**config.mk**
```make
export PLATFORM = sky130hd
export DESIGN_NAME = cpu_control_fsm_flat
export DESIGN_NICKNAME = d
export VERILOG_FILES = /design/src/rtl/cpu_control_fsm_if.sv /design/src/rtl/cpu_control_fsm.sv /design/src/flat_wrapper.sv
export SDC_FILE = /design/constraint.sdc
export NUM_CORES = 1
export LEC_CHECK = 0
export ABC_AREA = 1
export CAP_MARGIN = 30
export CORE_ASPECT_RATIO = 1.1
export CORE_MARGIN = 4
export CORE_UTILIZATION = 50
export CTS_BUF_LIST = sky130_fd_sc_hd__clkbuf_4 sky130_fd_sc_hd__clkbuf_8
export DETAILED_ROUTE_END_ITERATION = 10
export DONT_BUFFER_PORTS = 1
export GPL_TIMING_DRIVEN = 1
export MAX_ROUTING_LAYER = met4
export PLACE_DENSITY = 0.77
export SETUP_SLACK_MARGIN = 0.1
export SLEW_MARGIN = 20
export SYNTH_ARGS = -nofsm -noshare
export SYNTH_HDL_FRONTEND = slang
export SYNTH_SLANG_ARGS = --single-unit
```
**constraint.sdc**
```tcl
create_clock -name clk -period 2.1 [get_ports clk]
set_input_delay 0.315 -clock clk [delete_from_list [all_inputs] [get_ports clk]]
set_output_delay 0.315 -clock clk [all_outputs]
set_load 0.05 [all_outputs]
```
**src/rtl/cpu_control_fsm_if.sv**
```systemverilog
// cpu_control_fsm_if: instruction/data memory handshake bundle between the
// control FSM (master) and the memory system (slave).
interface cpu_control_fsm_if #(
    parameter int PC_WIDTH = 8
);
    logic [PC_WIDTH-1:0] imem_addr;
    logic [15:0]         imem_rdata;
    logic                imem_req;
    logic                imem_ack;
    logic                dmem_req;
    logic                dmem_ack;
    logic                dmem_we;

    modport master (
        output imem_addr, imem_req, dmem_req, dmem_we,
        input  imem_rdata, imem_ack, dmem_ack
    );

    modport slave (
        input  imem_addr, imem_req, dmem_req, dmem_we,
        output imem_rdata, imem_ack, dmem_ack
    );
endinterface

```
**src/rtl/cpu_control_fsm.sv**
```systemverilog
// cpu_control_fsm: multi-cycle fetch/decode/execute/memory/writeback sequencer
// owning pc, ir, Z/N/V flags and the retired-instruction counter.
module cpu_control_fsm #(
    parameter int PC_WIDTH = 8
) (
    input  logic              clk,
    input  logic              reset,
    cpu_control_fsm_if.master bus,
    input  logic [3:0]        opcode,
    input  logic              cc_success,
    input  logic              alu_zero,
    input  logic              alu_neg,
    input  logic              alu_ovf,
    output logic [15:0]       ir,
    output logic              zero,
    output logic              neg,
    output logic              ovf,
    output logic              alu_en,
    output logic              reg_we,
    output logic              halted,
    output logic [2:0]        state,
    output logic [15:0]       retired
);
    localparam logic [2:0] S_FETCH  = 3'd0;
    localparam logic [2:0] S_DECODE = 3'd1;
    localparam logic [2:0] S_EXEC   = 3'd2;
    localparam logic [2:0] S_MEM    = 3'd3;
    localparam logic [2:0] S_WB     = 3'd4;
    localparam logic [2:0] S_HALT   = 3'd5;

    localparam logic [3:0] OP_NOP    = 4'b0000;
    localparam logic [3:0] OP_HALT   = 4'b1100;
    localparam logic [3:0] OP_LOAD   = 4'b1101;
    localparam logic [3:0] OP_STORE  = 4'b1110;
    localparam logic [3:0] OP_BRANCH = 4'b1111;

    logic [2:0]          state_d, state_q;
    logic [PC_WIDTH-1:0] pc_d, pc_q;
    logic [15:0]         ir_d, ir_q;
    logic [15:0]         retired_d, retired_q;
    logic [2:0]          flags_d, flags_q;
    logic                imem_req_d, imem_req_q;
    logic                retire, branch;

    always_comb begin
        state_d = state_q;
        ir_d    = ir_q;
        flags_d = flags_q;
        retire  = 1'b0;
        branch  = 1'b0;
        case (state_q)
            S_FETCH: begin
                if (imem_req_q && bus.imem_ack) begin
                    ir_d    = bus.imem_rdata;
                    state_d = S_DECODE;
                end
            end
            S_DECODE: begin
                retire  = !cc_success || opcode == OP_NOP || opcode == OP_HALT || opcode == OP_BRANCH;
                branch  = cc_success && opcode == OP_BRANCH;
                state_d = !retire ? S_EXEC : (cc_success && opcode == OP_HALT) ? S_HALT : S_FETCH;
            end
            S_EXEC: begin
                // Memory ops keep the flags; everything else reaching EXEC is an ALU op.
                state_d = (opcode == OP_LOAD || opcode == OP_STORE) ? S_MEM : S_WB;
                flags_d = (state_d == S_WB) ? {alu_zero, alu_neg, alu_ovf} : flags_q;
            end
            S_MEM: begin
                if (bus.dmem_ack) begin
                    retire  = opcode == OP_STORE;
                    state_d = retire ? S_FETCH : S_WB;
                end
            end
            S_WB: begin
                retire  = 1'b1;
                state_d = S_FETCH;
            end
            S_HALT:  state_d = S_HALT;
            default: state_d = S_FETCH;
        endcase
        pc_d       = branch ? pc_q + PC_WIDTH'($signed(ir_q[6:0])) : retire ? pc_q + 1'b1 : pc_q;
        retired_d  = retire ? retired_q + 16'd1 : retired_q;
        imem_req_d = state_d == S_FETCH;
    end

    always_ff @(posedge clk) begin
        if (reset) begin
            state_q    <= S_FETCH;
            pc_q       <= '0;
            ir_q       <= '0;
            flags_q    <= '0;
            retired_q  <= '0;
            imem_req_q <= 1'b0;
        end else begin
            state_q    <= state_d;
            pc_q       <= pc_d;
            ir_q       <= ir_d;
            flags_q    <= flags_d;
            retired_q  <= retired_d;
            imem_req_q <= imem_req_d;
        end
    end

    assign bus.imem_addr  = pc_q;
    assign bus.imem_req   = imem_req_q;
    assign bus.dmem_req   = state_q == S_MEM;
    assign bus.dmem_we    = state_q == S_MEM && opcode == OP_STORE;
    assign alu_en         = state_q == S_EXEC;
    assign reg_we         = state_q == S_WB;
    assign halted         = state_q == S_HALT;
    assign state          = state_q;
    assign ir             = ir_q;
    assign {zero, neg, ovf} = flags_q;
    assign retired        = retired_q;
endmodule

```
**src/flat_wrapper.sv**
```systemverilog
// flat-port wrapper written by rule: the top's interface ports become plain ports
module cpu_control_fsm_flat 
#(
    parameter int PC_WIDTH = 8
)
  (clk, reset, opcode, cc_success, alu_zero, alu_neg, alu_ovf, ir, zero, neg, ovf, alu_en, reg_we, halted, state, retired, bus_imem_addr, bus_imem_req, bus_dmem_req, bus_dmem_we, bus_imem_rdata, bus_imem_ack, bus_dmem_ack);
  cpu_control_fsm_if #(.PC_WIDTH(PC_WIDTH)) bus_i ();
  input  logic clk;
  input  logic reset;
  input  logic [3:0] opcode;
  input  logic cc_success;
  input  logic alu_zero;
  input  logic alu_neg;
  input  logic alu_ovf;
  output logic [15:0] ir;
  output logic zero;
  output logic neg;
  output logic ovf;
  output logic alu_en;
  output logic reg_we;
  output logic halted;
  output logic [2:0] state;
  output logic [15:0] retired;
  output wire logic [$bits(bus_i.imem_addr)-1:0] bus_imem_addr;
  output wire logic [$bits(bus_i.imem_req)-1:0] bus_imem_req;
  output wire logic [$bits(bus_i.dmem_req)-1:0] bus_dmem_req;
  output wire logic [$bits(bus_i.dmem_we)-1:0] bus_dmem_we;
  input wire logic [$bits(bus_i.imem_rdata)-1:0] bus_imem_rdata;
  input wire logic [$bits(bus_i.imem_ack)-1:0] bus_imem_ack;
  input wire logic [$bits(bus_i.dmem_ack)-1:0] bus_dmem_ack;
  assign bus_imem_addr = bus_i.imem_addr;
  assign bus_imem_req = bus_i.imem_req;
  assign bus_dmem_req = bus_i.dmem_req;
  assign bus_dmem_we = bus_i.dmem_we;
  assign bus_i.imem_rdata = bus_imem_rdata;
  assign bus_i.imem_ack = bus_imem_ack;
  assign bus_i.dmem_ack = bus_dmem_ack;
  cpu_control_fsm #(.PC_WIDTH(PC_WIDTH)) u_core (.clk(clk), .reset(reset), .bus(bus_i), .opcode(opcode), .cc_success(cc_success), .alu_zero(alu_zero), .alu_neg(alu_neg), .alu_ovf(alu_ovf), .ir(ir), .zero(zero), .neg(neg), .ovf(ovf), .alu_en(alu_en), .reg_we(reg_we), .halted(halted), .state(state), .retired(retired));
endmodule
```
==> metrics.yaml <==
status: "completed"
reg2reg_from: "u_core.state[1]"
async_flop_share: 0
drc: 0
synth_seq_cells: 47
cts_buffer_depth: 2
overflow: 0
yosysMostFrequentCell: "nor2_1"
ys_dominant_reg_cell: "dfxtp_1"
hpwl_um: 4520
insertedDiodeCount: 0
power_frac_clock: 0.307
rsz0062_at_grt: "true"
grt_max_degree: 32
synth_top_family_by_area: "simple AND/OR/NAND/NOR gates"
syn_to_final_growth_pct: 21.3
critPathMaxFanout: 7
total_power_mw: 1.89
final_area_mm2: 0.00301
synth.top_cell.area_share: 0.380
final.period_utilization: 0.947
viasPerCell: 5.21
avgSynthCellArea_um2: 6.90
drtPass1Iterations: 6
cts_buffers: 5
muxShareOfSynthArea: 0
cp.required_ns: 2.30
ys_warn_count: 0
holdPathEnd: "u_core.state[2]"
seqPwrFrac: 0.534
crit_chain: "inv_4 > nand2_4 > nor2_4 > nand3_4 > or2_4 > ha_4 > inv_2 > fa_2 > inv_2 > nand4_1 > o211ai_1 > xor2_1 > nor2_1 > nor2_1"
relSlewSlack: 0.619
grt_pass1_vias: 2297
worstSetupEndpointType: "register"
internal_power_mw: 1.27
grtUsageTotal: 0.204
drtIter0Drc: 117
htree_levels: 2
drive_above_1_share: 0.208
ys_top_cells_by_area: "dfxtp_1 38%, nor2_1 11%, nand2_1 9.8%"
num_vias: 2376
portBuffers: 0
detail-route-antenna-nets: 0
die_y_um: 81.8
maxCapViolCount: 0
setup_viol: 0
start_util: 0.525
synth-xor-area-share: 0.0389
finClkSkew_ns: 0.00635
placementRows: 26
p_comb_frac: 0.158
postCtsHoldBufs: 0
final_nets: 436
slew_violations: 0
holdCritStartpoint: "reset"
pre_cts_slack_ns: 0.0723
whs_ns: 0.0669
critPathMaxStageDelay_ns: 0.36
ys_seq_area_frac: 0.380
cp.arrival_ns: 2.19
synth_common_cells: "75 x nor2_1, 65 x nand2_1, 47 x dfxtp_1, 35 x inv_1, 27 x a21oi_1"
path_class: "register to register"
core_area_mm2: 0.00472
placed_cells: 445
cp_slowest_cell: "dfxtp_4"
die_area_mm2: 0.00615
synth_top_cell_by_area: "dfxtp_1"
rr_worst_depth: 14
cp-start-kind: "register"
ir_drop_mv: 0.358
tightest_slew_ns: 0.570
cts.sinks: 47
finalWirelength_um: 6020
antenna_found_initial: 0
yosysUniqueCellTypes: 30
hp-class: "input pin to register"
syn_nets: 396
syn-cell-area_mm2: 0.00248
power_switching_uw: 623
synth_edf_count: 0
clkTransAtPathRegs_ns: 0.10
synthesis.instances: 359
wl_per_cell_um: 13.2
holdPathStages: 1
p_per_area_mw_per_mm2: 630
rr_endpoint: "u_core.bus.imem_addr[6]"
io_pins: 80
root_buffer: "clkbuf_8"
finalHoldViolCount: 0
synthAdderAreaFrac: 0.0485
synth-compound-area-share: 0.128
period_minus_slack_ns: 1.99
fmax_mhz: 503
clkLatencyLatePin_ns: 0.30
power_leakage_nw: 1.31
yosys.area_share.simple: 0.326
cts_tree: "done"
r2r_setup_slack_ns: 0.11
switching_share: 0.329
fin_cells: 456
fin_ws_ns: 0.110
dieWidth_um: 75.1
gp_congestion: 0.923
grt_pass1_wl_um: 9710
place_area_mm2: 0.00286
## registers in the layout (all words and copies together) (netlist names)
name / flops
u_core.ir: 16
u_core.retired: 16
u_core.bus.imem_addr: 8
u_core.flags_q: 3
u_core.state: 3
u_core.bus.imem_req: 1
## per-layer routing
layer / wire (um) / GRT usage
met1: 2370 / 0.215
met2: 3090 / 0.372
met3: 518 / 0.0551
met4: 46 / 0.0559
met5: 0 / -
## kinds of logic after synthesis
family	count (synthesis)
flops	47
compound gates	60
fa+ha+maj	9
buf+inv	47
simple gates	185
xor+xnor	11
## power groups by stage
stage	logic (mW)	clock network, mW	registers, mW
2_1_floorplan	0.135	0	1.12
3_3_place_gp	0.290	0	1.03
3_5_place_dp	0.296	0	1.03
4_1_cts	0.295	0.603	1.01
5_1_grt	0.327	0.645	1.02
6_report	0.299	0.582	1.01
## timing repair
action                                  CTS  global route
hold endpoints to repair                  0             0
endpoints found under the setup margin    2             4
pin swaps                                 3             4
resized for setup                         0             6
buffers inserted                          0             3
## layout by cell type (no fill, tap or decap), types with 3 or more instances in the layout
cell	synthesis	final
a21oi_1	27	25
buf_4	3	43
clkbuf_8	0	5
dfxtp_1	47	44
ha_1	8	6
inv_1	35	32
inv_2	1	3
nand2_1	65	63
nand2_2	3	4
nand3_1	17	17
nand4_1	8	8
nor2_1	75	73
nor2_2	2	4
nor3_1	6	4
o21ai_0	25	25
o21ai_1	5	5
xnor2_1	7	7
xor2_1	4	4
## per-stage QoR
step / setup TNS, ns / util
after CTS: 0 / 0.627
after detailed placement: 0 / 0.606
after global placement: 0 / 0.606
after floorplan: 0 / -
after global routing: -0.0468 / 0.637
final: 0 / 0.637
## worst max-delay path: cells and delay by family, from the launching register on
family	cells	cell delay, ns
flip-flops	1	0.36
adder cells (fa/ha/maj)	2	0.37
AO/OA/AOI/OAI	1	0.11
XOR/XNOR	1	0.16
AND/OR/NAND/NOR	7	0.75
buffers and inverters	3	0.15
## area by class of cell
class	instances	area, um2
fillers	418	1710
multi-input cells	265	1410
flip-flops and latches	47	950
repair buffers	44	343
inverters	36	138
well taps	56	70.1
clock buffers	5	68.8
clock inverters	3	26.3
## how the worst max path moves through the flow
stage | start | endpoint | slack [ns] | depth (start not counted)
after floorplan | u_core.state[1] | u_core.bus.imem_addr[6] | 0.03 | 14
after global placement | opcode[2] | u_core.bus.imem_addr[6] | 0.10 | 13
after detailed placement | opcode[2] | u_core.bus.imem_addr[6] | 0.07 | 13
after CTS | u_core.state[1] | u_core.bus.imem_addr[6] | 0.11 | 14
after global routing | u_core.state[1] | u_core.bus.imem_addr[7] | -0.03 | 15
final | u_core.state[1] | u_core.bus.imem_addr[6] | 0.11 | 14
(Power assumes the default switching activity.)
